<file path="src/rtl/uart_tx_fifo_if.sv">
// Core-side handshake and serial-line signals of the buffered UART transmitter.
// The core drives the master modport; the transmitter uses the slave modport.
interface uart_tx_fifo_if #(
    parameter int DATA_W = 8
);
    logic [DATA_W-1:0] i_TX_Byte;
    logic              i_TX_DV;
    logic              o_TX_Ready;
    logic              o_TX_Serial;
    logic              o_TX_Active;
    logic              o_TX_Done;
    logic              o_Overflow;

    modport master (
        output i_TX_Byte, i_TX_DV,
        input  o_TX_Ready, o_TX_Serial, o_TX_Active, o_TX_Done, o_Overflow
    );

    modport slave (
        input  i_TX_Byte, i_TX_DV,
        output o_TX_Ready, o_TX_Serial, o_TX_Active, o_TX_Done, o_Overflow
    );
endinterface

</file>
<file path="src/rtl/uart_tx_fifo.sv">
// FIFO-buffered UART transmitter: words pushed by the core go out LSB first as 8N1 frames.
// Defining UART_TX_PARITY_EN inserts an even-parity bit after the data bits (8E1).
module uart_tx_fifo #(
    parameter int CLKS_PER_BIT = 434,
    parameter int DATA_W       = 8,
    parameter int FIFO_DEPTH   = 4
) (
    input  logic          CLOCK_50,
    input  logic          KEY,
    uart_tx_fifo_if.slave tx
);
    localparam int AW = $clog2(FIFO_DEPTH);
    localparam int CW = $clog2(CLKS_PER_BIT);
    localparam int IW = (DATA_W > 1) ? $clog2(DATA_W) : 1;

`ifdef UART_TX_PARITY_EN
    typedef enum logic [2:0] {S_IDLE, S_START, S_DATA, S_PARITY, S_STOP} state_t;
`else
    typedef enum logic [2:0] {S_IDLE, S_START, S_DATA, S_STOP} state_t;
`endif

    logic [DATA_W-1:0] mem [FIFO_DEPTH];
    logic [AW-1:0]     wr_ptr, rd_ptr;
    logic [AW:0]       count;
    logic              full, empty, push, pop;
    logic              overflow_q;

    state_t            state_q, state_d;
    logic [CW-1:0]     clk_cnt_q, clk_cnt_d;
    logic [IW-1:0]     bit_idx_q, bit_idx_d;
    logic [DATA_W-1:0] shift_q, shift_d;
    logic              serial_q, serial_d;
    logic              active_q, active_d;
    logic              done_q, done_d;
    logic              bit_last;

    // Ready comes from the registered count only, so a pop in the same cycle never rescues a write to a full FIFO.
    assign full  = (count == (AW+1)'(FIFO_DEPTH));
    assign empty = (count == '0);
    assign push  = tx.i_TX_DV && !full;

    assign tx.o_TX_Ready  = !full;
    assign tx.o_TX_Serial = serial_q;
    assign tx.o_TX_Active = active_q;
    assign tx.o_TX_Done   = done_q;
    assign tx.o_Overflow  = overflow_q;

    always_ff @(posedge CLOCK_50) begin
        if (push)
            mem[wr_ptr] <= tx.i_TX_Byte;
    end

    always_ff @(posedge CLOCK_50 or negedge KEY) begin
        if (!KEY) begin
            wr_ptr     <= '0;
            rd_ptr     <= '0;
            count      <= '0;
            overflow_q <= 1'b0;
        end else begin
            overflow_q <= tx.i_TX_DV && full;
            if (push)
                wr_ptr <= wr_ptr + AW'(1);
            if (pop)
                rd_ptr <= rd_ptr + AW'(1);
            case ({push, pop})
                2'b10:   count <= count + (AW+1)'(1);
                2'b01:   count <= count - (AW+1)'(1);
                default: count <= count;
            endcase
        end
    end

    assign bit_last = (clk_cnt_q == CW'(CLKS_PER_BIT - 1));

    // Serial/active/done are computed for the next cycle so the line itself is a flop output.
    always_comb begin
        state_d   = state_q;
        clk_cnt_d = clk_cnt_q;
        bit_idx_d = bit_idx_q;
        shift_d   = shift_q;
        serial_d  = serial_q;
        active_d  = active_q;
        done_d    = 1'b0;
        pop       = 1'b0;
        case (state_q)
            S_IDLE: begin
                serial_d = 1'b1;
                active_d = 1'b0;
                if (!empty) begin
                    pop       = 1'b1;
                    shift_d   = mem[rd_ptr];
                    clk_cnt_d = '0;
                    state_d   = S_START;
                    serial_d  = 1'b0;
                    active_d  = 1'b1;
                end
            end
            S_START: begin
                if (bit_last) begin
                    clk_cnt_d = '0;
                    bit_idx_d = '0;
                    state_d   = S_DATA;
                    serial_d  = shift_q[0];
                end else begin
                    clk_cnt_d = clk_cnt_q + CW'(1);
                end
            end
            S_DATA: begin
                if (bit_last) begin
                    clk_cnt_d = '0;
                    if (bit_idx_q == IW'(DATA_W - 1)) begin
`ifdef UART_TX_PARITY_EN
                        state_d  = S_PARITY;
                        serial_d = ^shift_q;
`else
                        state_d  = S_STOP;
                        serial_d = 1'b1;
`endif
                    end else begin
                        bit_idx_d = bit_idx_q + IW'(1);
                        serial_d  = shift_q[bit_idx_d];
                    end
                end else begin
                    clk_cnt_d = clk_cnt_q + CW'(1);
                end
            end
`ifdef UART_TX_PARITY_EN
            S_PARITY: begin
                if (bit_last) begin
                    clk_cnt_d = '0;
                    state_d   = S_STOP;
                    serial_d  = 1'b1;
                end else begin
                    clk_cnt_d = clk_cnt_q + CW'(1);
                end
            end
`endif
            S_STOP: begin
                serial_d = 1'b1;
                if (bit_last) begin
                    clk_cnt_d = '0;
                    state_d   = S_IDLE;
                    done_d    = 1'b1;
                    active_d  = 1'b0;
                end else begin
                    clk_cnt_d = clk_cnt_q + CW'(1);
                end
            end
            default: begin
                state_d  = S_IDLE;
                serial_d = 1'b1;
                active_d = 1'b0;
            end
        endcase
    end

    always_ff @(posedge CLOCK_50 or negedge KEY) begin
        if (!KEY) begin
            state_q   <= S_IDLE;
            clk_cnt_q <= '0;
            bit_idx_q <= '0;
            shift_q   <= '0;
            serial_q  <= 1'b1;
            active_q  <= 1'b0;
            done_q    <= 1'b0;
        end else begin
            state_q   <= state_d;
            clk_cnt_q <= clk_cnt_d;
            bit_idx_q <= bit_idx_d;
            shift_q   <= shift_d;
            serial_q  <= serial_d;
            active_q  <= active_d;
            done_q    <= done_d;
        end
    end
endmodule

</file>
<file path="src/flat_wrapper.sv">
// flat-port wrapper written by rule: the top's interface ports become plain ports
module uart_tx_fifo_flat 
#(
    parameter int CLKS_PER_BIT = 434,
    parameter int DATA_W       = 8,
    parameter int FIFO_DEPTH   = 4
)
  (CLOCK_50, KEY, tx_i_TX_Byte, tx_i_TX_DV, tx_o_TX_Ready, tx_o_TX_Serial, tx_o_TX_Active, tx_o_TX_Done, tx_o_Overflow);
  uart_tx_fifo_if #(.DATA_W(DATA_W)) tx_i ();
  input  logic CLOCK_50;
  input  logic KEY;
  input wire logic [$bits(tx_i.i_TX_Byte)-1:0] tx_i_TX_Byte;
  input wire logic [$bits(tx_i.i_TX_DV)-1:0] tx_i_TX_DV;
  output wire logic [$bits(tx_i.o_TX_Ready)-1:0] tx_o_TX_Ready;
  output wire logic [$bits(tx_i.o_TX_Serial)-1:0] tx_o_TX_Serial;
  output wire logic [$bits(tx_i.o_TX_Active)-1:0] tx_o_TX_Active;
  output wire logic [$bits(tx_i.o_TX_Done)-1:0] tx_o_TX_Done;
  output wire logic [$bits(tx_i.o_Overflow)-1:0] tx_o_Overflow;
  assign tx_i.i_TX_Byte = tx_i_TX_Byte;
  assign tx_i.i_TX_DV = tx_i_TX_DV;
  assign tx_o_TX_Ready = tx_i.o_TX_Ready;
  assign tx_o_TX_Serial = tx_i.o_TX_Serial;
  assign tx_o_TX_Active = tx_i.o_TX_Active;
  assign tx_o_TX_Done = tx_i.o_TX_Done;
  assign tx_o_Overflow = tx_i.o_Overflow;
  uart_tx_fifo #(.CLKS_PER_BIT(CLKS_PER_BIT), .DATA_W(DATA_W), .FIFO_DEPTH(FIFO_DEPTH)) u_core (.CLOCK_50(CLOCK_50), .KEY(KEY), .tx(tx_i));
endmodule
</file>
<file path="config.mk">
export PLATFORM = sky130hd
export DESIGN_NAME = uart_tx_fifo_flat
export DESIGN_NICKNAME = d
export VERILOG_FILES = /design/src/rtl/uart_tx_fifo_if.sv /design/src/rtl/uart_tx_fifo.sv /design/src/flat_wrapper.sv
export SDC_FILE = /design/constraint.sdc
export NUM_CORES = 1
export LEC_CHECK = 0
export CAP_MARGIN = 20
export CORE_ASPECT_RATIO = 1.2
export CORE_MARGIN = 10
export CORE_UTILIZATION = 52
export CTS_BUF_LIST = sky130_fd_sc_hd__clkbuf_2 sky130_fd_sc_hd__clkbuf_4 sky130_fd_sc_hd__clkbuf_8
export DETAILED_ROUTE_END_ITERATION = 16
export PLACE_DENSITY = 0.7
export SKIP_LAST_GASP = 1
export SYNTH_ARGS = -nofsm -noshare
export SYNTH_HDL_FRONTEND = slang
export SYNTH_SLANG_ARGS = --single-unit
</file>
<file path="constraint.sdc">
create_clock -name CLOCK_50 -period 2.5 [get_ports CLOCK_50]
set_input_delay 0.5 -clock CLOCK_50 [delete_from_list [all_inputs] [get_ports CLOCK_50]]
set_output_delay 0.5 -clock CLOCK_50 [all_outputs]
set_load 0.03 [all_outputs]
</file>
==> qor.yml <==
outcome:
  status: "completed"
worst_setup_path:
  worstSetupEndpointType: "register"
  reg2reg_slack_ns: 0.25
  arrival_ns: 2.51
  required_ns: 2.76
  path_class: "reg2reg"
  crit_family: "adder cells"
  crit_slowest_cell: "fa_1"
  cp_num_buf_inv: 3
  cp-start-kind: "register"
  cpPeakStageDelay_ns: 0.43
  crit_chain: "inv_1 > ha_1 > o31ai_2 > inv_2 > ha_1 > inv_1 > fa_1 > xor2_1 > nor2_1 > xor2_1"
  cp_max_fo: 10
yosys:
  synth_compound_area_share_pct: 6.22
  syn_area_sq_um: 3000
  ys_types: 49
  postSynthCellCount: 216
  synth_top_family_by_area: "simple AND/OR/NAND/NOR gates"
  yosysSeqAreaShare_pct: 59.7
  synthFlopType: "edfxtp_1"
  synth-edff-count: 32
  synthSimpleGateAreaFrac_pct: 12.2
  yosysWarnings: 0
  synth-xor-area-share_pct: 3.22
  yosys-mux-area-fraction_pct: 9.44
  yosys_register_bits: 65
  synth.avg_cell_area_sq_um: 13.9
  yosys.area_share.adder_pct: 6.93
  syn-num-nets: 243
  synthArstFlopShare_pct: 50.8
detailed_routing:
  met1Wirelength_microns: 2250
  avgViaCountPerCell: 5.52
  drt-total-wl_microns: 4940
  top_layer: "met4"
  dr.pass1.iters: 4
  drt_iter0_drc: 96
  antenna_left: 0
  wl_met3_microns: 139
  route.detailed.drc: 0
  wl_per_cell_microns: 16.0
  via_count: 1705
  dr_wl_met2_microns: 2470
placed_design:
  postPlaceCellArea_sq_um: 3210
  place.gp.congestion: 0.789
  portBuffers: 15
  place_inst: 293
  dpl.hpwl_microns: 3450
  post-place-ws_ns: 0.164
global_route:
  grt_max_degree: 34
  gr-total-overflow: 0
  grt_pass1_vias: 1789
  grt_pass1_wl_microns: 8560
  antenna_found_initial: 0
  grt_use_total_pct: 12.3
worst_hold_path:
  hold_class: "reg2reg"
timing:
  hold_viol: 0
  whs_ns: 0.476
  setup_ws_ns: 0.247
  fin_tns_setup_ns: 0
  min_period_ns: 2.25
  max_slew.worst_pin.slew_ns: 0.751
  final.setup_skew_ns: 0.00809
  drv_slew: 0
  max_freq_mhz: 444
  fin_crit_sh_pct: 90.1
  slew_headroom_pct: 49.6
  rsz0062_at_grt: "no"
  finalSetupViolations: 0
clock_network:
  insertion_delay_ns: 0.34
  cts_resized: 0
  root_buffer: "clkbuf_8"
  postCtsHoldBufs: 0
  htree_levels: 3
  clock_sinks: 65
  cts_tree: "done"
  clock_path_buffers: 2
  post_cts_buffers: 0
  cts_buffers: 9
  clkTransAtPathRegs_ns: 0.07
die:
  row_count: 30
  core_sq_um: 5630
  fp.dieArea_sq_um: 9210
  dieHeight_microns: 103
  die_w_microns: 89.3
  boundaryPins: 16
  initial_core_util_pct: 53.2
pwr:
  ir_drop_uv: 606
  power.total_mw: 4.07
  leakagePower_nw: 1.41
  p_per_area_nw_per_um2: 1180
layout:
  stdcell_area_sq_um: 3440
  layout.nets: 267
  syn2layout_area_growth_pct: 14.8
  fin_util_pct: 61.1
  stdcell_count: 309
  antennaDiodeCount: 0
  n_fill_cell: 431
  drive_gt1_share_pct: 17.1
run:
  max_cap_violations: 0
-- logic make-up (layout without fill, tap and decap cells) --
family                   count (synthesis)  in the layout
AO/OA/AOI/OAI                           22             22
XOR/XNOR                                11             11
adder cells (fa/ha/maj)                 16             16
buffers and inverters                   15             44
flip-flops                              65             65
multiplexers                            15             15
AND/OR/NAND/NOR                         72             72
-- final timing paths --
check / to / depth (start not counted) / from
worst min-delay path: u_core.shift_q[1] / 2 / u_core.shift_q[1]
worst min register to register: u_core.shift_q[1] / 2 / u_core.shift_q[1]
worst max-delay path: u_core.count[2] / 10 / u_core.state_q[0]
max in group asynchronous: u_core.tx.o_TX_Serial / 2 / KEY
worst max register to register: u_core.count[2] / 10 / u_core.state_q[0]
min in group asynchronous: u_core.clk_cnt_q[4] / 2 / KEY
-- worst min-delay path, stage by stage (launching register included) --
cell	delay [ns]
dfrtp_1	0.34
nand2_1	0.05
nand2_1	0.05
-- cells in the mapped netlist, drive strengths merged, types with 3 or more instances --
| cell | n | share of area [%] |
|---|---|---|
| nand2 | 33 | 4.2 |
| dfrtp | 32 | 27 |
| edfxtp | 32 | 32 |
| ha | 15 | 6.3 |
| inv | 11 | 1.4 |
| mux4 | 10 | 7.5 |
| nor2 | 10 | 1.3 |
| xor2 | 7 | 2.0 |
| and3 | 6 | 1.3 |
| nand4 | 4 | 0.83 |
| xnor2 | 4 | 1.2 |
| a21oi | 3 | 0.63 |
| buf | 3 | 0.79 |
| mux2 | 3 | 1.3 |
| o21ai | 3 | 0.50 |
| o2bb2ai | 3 | 0.88 |
| o41ai | 3 | 0.88 |
-- registers in the layout, indices dropped and copies added, names as in the netlist --
| signal | cells |
|---|---|
| u_core.bit_idx_q | 3 |
| u_core.clk_cnt_q | 9 |
| u_core.count | 3 |
| u_core.mem | 32 |
| u_core.rd_ptr | 2 |
| u_core.shift_q | 8 |
| u_core.state_q | 2 |
| u_core.tx.o_Overflow | 1 |
| u_core.tx.o_TX_Active | 1 |
| u_core.tx.o_TX_Done | 1 |
| u_core.tx.o_TX_Serial | 1 |
| u_core.wr_ptr | 2 |
-- cell type report --
| class | count | area [sq um] | share of cell area [%] |
|---|---|---|---|
| inverter | 11 | 41.3 | 1.20 |
| clock inverter | 7 | 103 | 2.98 |
| sequential | 65 | 1790 | 52.0 |
| tap | 64 | 80.1 | 2.33 |
| clock buffer | 9 | 124 | 3.60 |
| timing repair buffer | 17 | 165 | 4.80 |
| multi-input combinational | 136 | 1140 | 33.1 |
-- per-layer routing --
layer	vias to the layer above	track usage (%)
met5	-	0
met4	0	6.62
met3	8	3.40
met2	20	19.8
met1	834	14.5
li1	843	-
-- report_power, final --
group / total, mW / internal (mW) / switching, mW
registers: 1.71 / 1.45 / 0.263
logic: 1.37 / 0.665 / 0.708
clock network: 0.988 / 0.569 / 0.419
-- cells in the final DEF (no fill, tap or decap), drive strengths merged, types with 2 or more instances in the layout --
cell type	count
ha	15
buf	2
nor4	2
edfxtp	32
nand4	4
o21ai	3
inv	12
nand3	2
mux4	10
nor3	2
xnor2	4
o21bai	2
mux2i	2
and2	2
dfrtp	32
nor2	10
a22oi	2
or2	2
xor2	7
clkdlybuf4s50	15
nand2b	2
and3	6
mux2	3
bufinv	2
o2bb2ai	3
a21oi	3
clkbuf	9
o41ai	3
nand2	33
clkinv	3
No activity file was read; power rests on OpenSTA's default activity.
